[src/rtl/inst_fetch_unit.sv]
// inst_fetch_unit: multi-cycle instruction fetch stage feeding the control unit.
// Holds the program counter, the instruction register and the link register,
// and runs a req/ack handshake with instruction memory.
// Optional feature: define IF_TIMEOUT_EN to abandon a fetch that has seen no
// im_ack after TIMEOUT wait cycles. The IR is then loaded with NOP_INST and
// the sticky fetch_err flag is raised.
module inst_fetch_unit #(
  parameter logic [31:0] RESET_PC = 32'h0000_0000,
  parameter logic [31:0] NOP_INST = 32'h0000_0013,
  parameter int          TIMEOUT  = 16
) (
  input  logic        clk,
  input  logic        rst,
  input  logic        pc_write,
  input  logic [1:0]  pc_update_sel,
  input  logic        ir_write,
  input  logic [31:0] imm32,
  input  logic [31:0] f_reg,
  output logic        im_req,
  output logic [31:0] im_addr,
  input  logic        im_ack,
  input  logic [31:0] im_rdata,
  output logic [31:0] pc,
  output logic [31:0] p_reg,
  output logic [31:0] ir,
  output logic [6:0]  opcode,
  output logic [2:0]  funct3,
  output logic [6:0]  funct7,
  output logic [4:0]  rs1,
  output logic [4:0]  rs2,
  output logic [4:0]  rd,
  output logic        fetch_busy,
  output logic        inst_valid,
  output logic        misalign_err,
  output logic        fetch_err
);

  // Update selector codes; code 2'd3 falls through to a sequential step.
  localparam logic [1:0] PC_STEP = 2'd0;
  localparam logic [1:0] PC_JP_R = 2'd1;
  localparam logic [1:0] PC_JP_F = 2'd2;

  typedef enum logic {F_IDLE, F_WAIT} state_t;

  state_t      state, state_next;
  logic        first_launch;
  logic [31:0] raw_target;
  logic [31:0] target;
  logic        launch;
  logic        load;
  logic        timeout_hit;

  assign launch = (state == F_IDLE) && ir_write;
  assign load   = (state == F_WAIT) && im_ack;

  // Next fetch address before alignment; the first launch after reset always uses RESET_PC.
  always_comb begin
    raw_target = pc + 32'd4;
    if (first_launch) begin
      raw_target = RESET_PC;
    end else if (!pc_write) begin
      raw_target = pc;
    end else begin
      case (pc_update_sel)
        PC_STEP: raw_target = pc + 32'd4;
        PC_JP_R: raw_target = pc + imm32;
        PC_JP_F: raw_target = f_reg & ~32'h1;
        default: raw_target = pc + 32'd4;
      endcase
    end
  end

  assign target = {raw_target[31:2], 2'b00};

`ifdef IF_TIMEOUT_EN
  localparam int CNT_W = $clog2(TIMEOUT + 1);

  logic [CNT_W-1:0] wait_cnt;

  // The abort fires on the wait cycle that would bring the counter to TIMEOUT; an ack in that cycle wins.
  assign timeout_hit = (state == F_WAIT) && !im_ack && (wait_cnt == CNT_W'(TIMEOUT - 1));

  // Count F_WAIT cycles without an ack, restarting at every launch.
  always_ff @(posedge clk or posedge rst) begin
    if (rst) begin
      wait_cnt <= '0;
    end else if (launch) begin
      wait_cnt <= '0;
    end else if ((state == F_WAIT) && !im_ack) begin
      wait_cnt <= wait_cnt + CNT_W'(1);
    end
  end

  // Sticky record that at least one fetch was abandoned since reset.
  always_ff @(posedge clk or posedge rst) begin
    if (rst) begin
      fetch_err <= 1'b0;
    end else if (timeout_hit) begin
      fetch_err <= 1'b1;
    end
  end
`else
  localparam int unused_timeout = TIMEOUT;

  assign timeout_hit = 1'b0;
  assign fetch_err   = 1'b0;
`endif

  // State register; reset abandons any outstanding fetch.
  always_ff @(posedge clk or posedge rst) begin
    if (rst) begin
      state <= F_IDLE;
    end else begin
      state <= state_next;
    end
  end

  // Next-state logic: launch from idle, return to idle on ack or abort.
  always_comb begin
    state_next = state;
    case (state)
      F_IDLE: if (ir_write) state_next = F_WAIT;
      F_WAIT: if (im_ack || timeout_hit) state_next = F_IDLE;
      default: state_next = F_IDLE;
    endcase
  end

  // Fetch datapath: PC, link and address at launch; IR and valid pulse at completion.
  always_ff @(posedge clk or posedge rst) begin
    if (rst) begin
      pc           <= RESET_PC;
      p_reg        <= 32'h0;
      ir           <= NOP_INST;
      im_addr      <= 32'h0;
      im_req       <= 1'b0;
      inst_valid   <= 1'b0;
      misalign_err <= 1'b0;
      first_launch <= 1'b1;
    end else begin
      inst_valid <= 1'b0;
      if (launch) begin
        pc           <= target;
        p_reg        <= target + 32'd4;
        im_addr      <= target;
        im_req       <= 1'b1;
        first_launch <= 1'b0;
        if (raw_target[1:0] != 2'b00) begin
          misalign_err <= 1'b1;
        end
      end
      if (load) begin
        ir         <= im_rdata;
        im_req     <= 1'b0;
        inst_valid <= 1'b1;
      end else if (timeout_hit) begin
        ir         <= NOP_INST;
        im_req     <= 1'b0;
        inst_valid <= 1'b1;
      end
    end
  end

  assign fetch_busy = (state == F_WAIT);

  assign opcode = ir[6:0];
  assign funct3 = ir[14:12];
  assign funct7 = ir[31:25];
  assign rs1    = ir[19:15];
  assign rs2    = ir[24:20];
  assign rd     = ir[11:7];

endmodule

[config.mk]
export PLATFORM = sky130hd
export DESIGN_NAME = inst_fetch_unit
export DESIGN_NICKNAME = d
export VERILOG_FILES = /design/src/rtl/inst_fetch_unit.sv
export SDC_FILE = /design/constraint.sdc
export NUM_CORES = 1
export LEC_CHECK = 0
export ABC_AREA = 1
export BUFFER_PORTS_ARGS = -buffer_cell sky130_fd_sc_hd__buf_4
export CAP_MARGIN = 30
export CORE_MARGIN = 2
export CORE_UTILIZATION = 48
export CTS_CLUSTER_SIZE = 40
export DETAILED_ROUTE_END_ITERATION = 16
export PLACE_DENSITY_LB_ADDON = 0.05
export SYNTH_ARGS = -nofsm -noshare
export SYNTH_HDL_FRONTEND = slang
export SYNTH_SLANG_ARGS = --single-unit
[constraint.sdc]
create_clock -name clk -period 2.67 [get_ports clk]
set_clock_uncertainty 0.1 [all_clocks]
set_input_delay 0.1335 -clock clk [delete_from_list [all_inputs] [get_ports clk]]
set_output_delay 0.1335 -clock clk [all_outputs]
set_load 0.05 [all_outputs]
==> key figures <==
Synthesis
  – Synth Register Bits: 97
  – Area share of the largest cell type after synthesis: between 20% and 30%
  – Synth area leader: dfrtp_1
  – Post-Syn Area per Cell: slightly above 6 sq um
  – Post-Syn Instances: around 1,400
  – Post-Syn Area: ~8600 sq um
  – Post-synthesis async set-or-reset flop share: 100%
  – Ys flop type: dfrtp_1
  – Ranking of synthesized cells by area: dfrtp_1 27%, nand2_1 23%, inv_1 10%
  – Post-synth cell types: 42
  – Synth Warn #: 0
  – Register area share after synthesis: 28.4%
  – Post-synth EDFFs: 0

Min path
  – Min-delay src: f_reg[1]
  – Worst hold-check path type: primary input to register

Floorplanning
  – IO Count: ~270
  – Die width: roughly 140 um
  – Die Ht: ~140 um
  – Site Rows: 48
  – Die area: between 15,000 and 20,000 sq um
  – Core Area: ~17,000 sq um
  – Starting Density: between 40 and 50%

Cells and area
  – N_diodes: 0
  – Layout cell share with drive strength beyond 1: 37.0%
  – Commonest cells after routing, fill and taps aside: 493 x nand2_1, 443 x buf_4, 220 x inv_1, 98 x nand3_1, 85 x dfrtp_1
  – Max FFs per register: 32
  – Area growth from synthesis to layout: 53.9%
  – Core Util, Final: 76.0%
  – Most common cell after layout, fill and taps aside: nand2_1
  – Net count, final: about 1,900

Global route
  – Largest net degree at the start of global routing: a little under 70
  – Tot GR Track Use: between 30 and 40%
  – Gr ovfl total: 0
  – Antenna violations before repair: 0
  – First-pass GRT wire length: between 40,000 and 50,000 um
  – Vias in the first global route: 9,443

Timing
  – Final slew viol count: 0
  – Peak Freq: between 300 and 400 MHz
  – Min Tclk post-route: ~3 ns
  – Slack of the critical path: -0.334 ns
  – Unrepaired setup endpoints after global routing: true
  – Tcrit/Tclk final: 113%
  – Setup TNS after final layout: -5.13 ns
  – Final Hold Fails: 0
  – Slew HR: between 50 and 60%
  – Final setup viols: 22
  – Slew @ Worst Pin: 0.705 ns

Clock tree
  – Num Clock Sinks: between 90 and 100
  – Clock tree buffer depth: 2
  – CTS tree: done
  – CTS HTree Levels: 3
  – CTS Buf Count: 9
  – Worst skew pair latency: 0.35 ns
  – Clk pin slew, worst setup/hold paths: 0.07 ns
  – Clk root buf: clkbuf_16

Power
  – Switch share: 53.9%
  – Flop pwr share: 20.6%
  – Gate power share: between 60 and 70%
  – NetSw: 6.18 mW
  – Pint: between 5 and 6 mW
  – Pwr/cell area: 869 nW/um^2
  – P_leak: between 7 and 8 nW
  – IR drop worst, VDD: 0.637 mV
  – Clock share of power: between 10% and 20%

Setup path
  – Critical Path RT: around 2.8 ns
  – CP Class: register to register
  – Worst path cell trace: ha_4 > inv_2 > fa_2 > nor2_1 > nor2_1 > nor2_2 > ha_2 > nand2_2 > nor2_4 > nand2_2 > nor2_4 > buf_4 > nand3_2 > nor2_2 > nand3_2 > nor2_4 > nand2_1 > nand2_1 > nand3_1
  – Slowest-stage cell, CP: dfrtp_2
  – Setup crit end kind: register
  – RR Startpoint: pc[2]
  – CP max stage delay: approximately 0.45 ns
  – Most common cell on crit path: nor2_4
  – Arr. time, crit path: ~3.1 ns
  – Startpoint types: register
  – Delay-heaviest family, CP: simple AND/OR/NAND/NOR gates
  – Critical path launch point: pc[2]
  – WP buf/inv: 2
  – Worst-path fanout max: 2

Route
  – Routed wire length: around 33,000 um
  – 1st-iter DRT viols: about 860
  – WL/cell: about 16 um
  – DR vias: ~10,000
  – Drt via density: about 5.1
  – Remaining DRCs: 0
  – TritonRoute pass-1 iters: 5
  – Detail Route Antenna Nets: 0

Status
  – Status: complete, but fails checks
  – Violated checks: negative setup slack

Place
  – DP HPWL: roughly 24,000 um
  – Gp weighted congestion: a little under 1
  – Number of buffers added on ports: approximately 260

Run
  – MaxCap Viol Count: 0
[path summary, 6_finish.rpt]
kind / slack (ns) / cells past startpoint / to
setup / recovery: -0.33 / 19 / p_reg[30]
hold / removal: 0.19 / 4 / misalign_err
setup reg to reg: -0.33 / 19 / p_reg[30]
hold reg to reg: 0.38 / 2 / ir[1]
max in group asynchronous: 1.32 / 4 / ir[0]
min in group asynchronous: 0.37 / 3 / inst_valid
[per-stage QoR]
stage | instances | instance area, sq um | setup slack (ns) | power, mW | hold WS (ns)
2_1_floorplan | 1419 | 8640 | -0.284 | 6.99 | 0.125
3_3_place_gp | 1972 | 11500 | -0.618 | 9.41 | 0.176
3_5_place_dp | 1972 | 11500 | -0.669 | 9.47 | 0.175
4_1_cts | 2027 | 12400 | -0.310 | 10.9 | 0.159
5_1_grt | 2043 | 13200 | -0.499 | 12.0 | 0.178
6_report | 2043 | 13200 | -0.334 | 11.5 | 0.188
[synth_stat cells (2+ instances only)]
cell type / instances
nand2_2: 6
ha_1: 32
nor2_2: 13
o21bai_1: 4
o21ai_1: 3
xor2_1: 2
o211ai_1: 2
nand4_1: 13
dfstp_2: 4
nand3_1: 130
a21oi_2: 4
o21ai_0: 40
buf_2: 15
clkinv_2: 2
clkbuf_1: 18
a31oi_1: 2
or2_2: 5
nor2_4: 6
a21oi_1: 46
a21o_1: 2
nor2_1: 100
nand3b_1: 8
nand2_1: 525
nand3_2: 6
inv_1: 233
dfrtp_1: 93
nor3_1: 8
and2_1: 2
buf_4: 73
inv_2: 4
[worst min-delay path, delay by kind of cell]
kind,cells,cell delay (ns)
AO/OA/AOI/OAI,2,0.31
buffers and inverters,1,0.09
AND/OR/NAND/NOR,1,0.06
[cells by family after synthesis]
kind of cell             synth area share, %
AND/OR/NAND/NOR                         40.5
buffers and inverters                   18.6
AO/OA/AOI/OAI                           7.15
flip-flops                              28.4
adder cells (fa/ha/maj)                 4.91
XOR/XNOR                               0.204
other                                 0.0438
multiplexers                           0.117
[routing by layer]
metal,vias up,track usage [%],wire length (um)
li1,5059,-,-
met1,4848,44.2,14100
met2,492,52.9,15200
met3,76,5.08,2580
met4,0,10.3,971
met5,-,0,0
[layout make-up]
type	count	area (sq um)
multi-input cells	975	5410
fillers	1396	4170
repair buffers	490	3850
flip-flops and latches	97	2440
inverters	240	912
well taps	225	282
clock buffers	9	225
clock inverters	7	60.1
[power by group through the flow]
stage                     combinational (mW)  sequential (mW)  clock [mW]
after floorplan                         3.24             3.74           0
after global placement                  7.11             2.29           0
after detailed placement                7.18             2.29           0
after CTS                               7.34             2.29        1.28
after global routing                    8.28             2.39        1.33
final                                   7.83             2.36        1.27
[repair_timing]
| item | CTS | global route |
|---|---|---|
| endpoints found under the hold margin | 61 | 0 |
| hold buffers | 34 | 0 |
| cloned | 0 | 1 |
| gates resized for setup | 51 | 135 |
| setup endpoints to repair | 27 | 36 |
| buffers inserted | 6 | 15 |
| pin swaps | 24 | 42 |
Power figures use the tool's default switching activity.
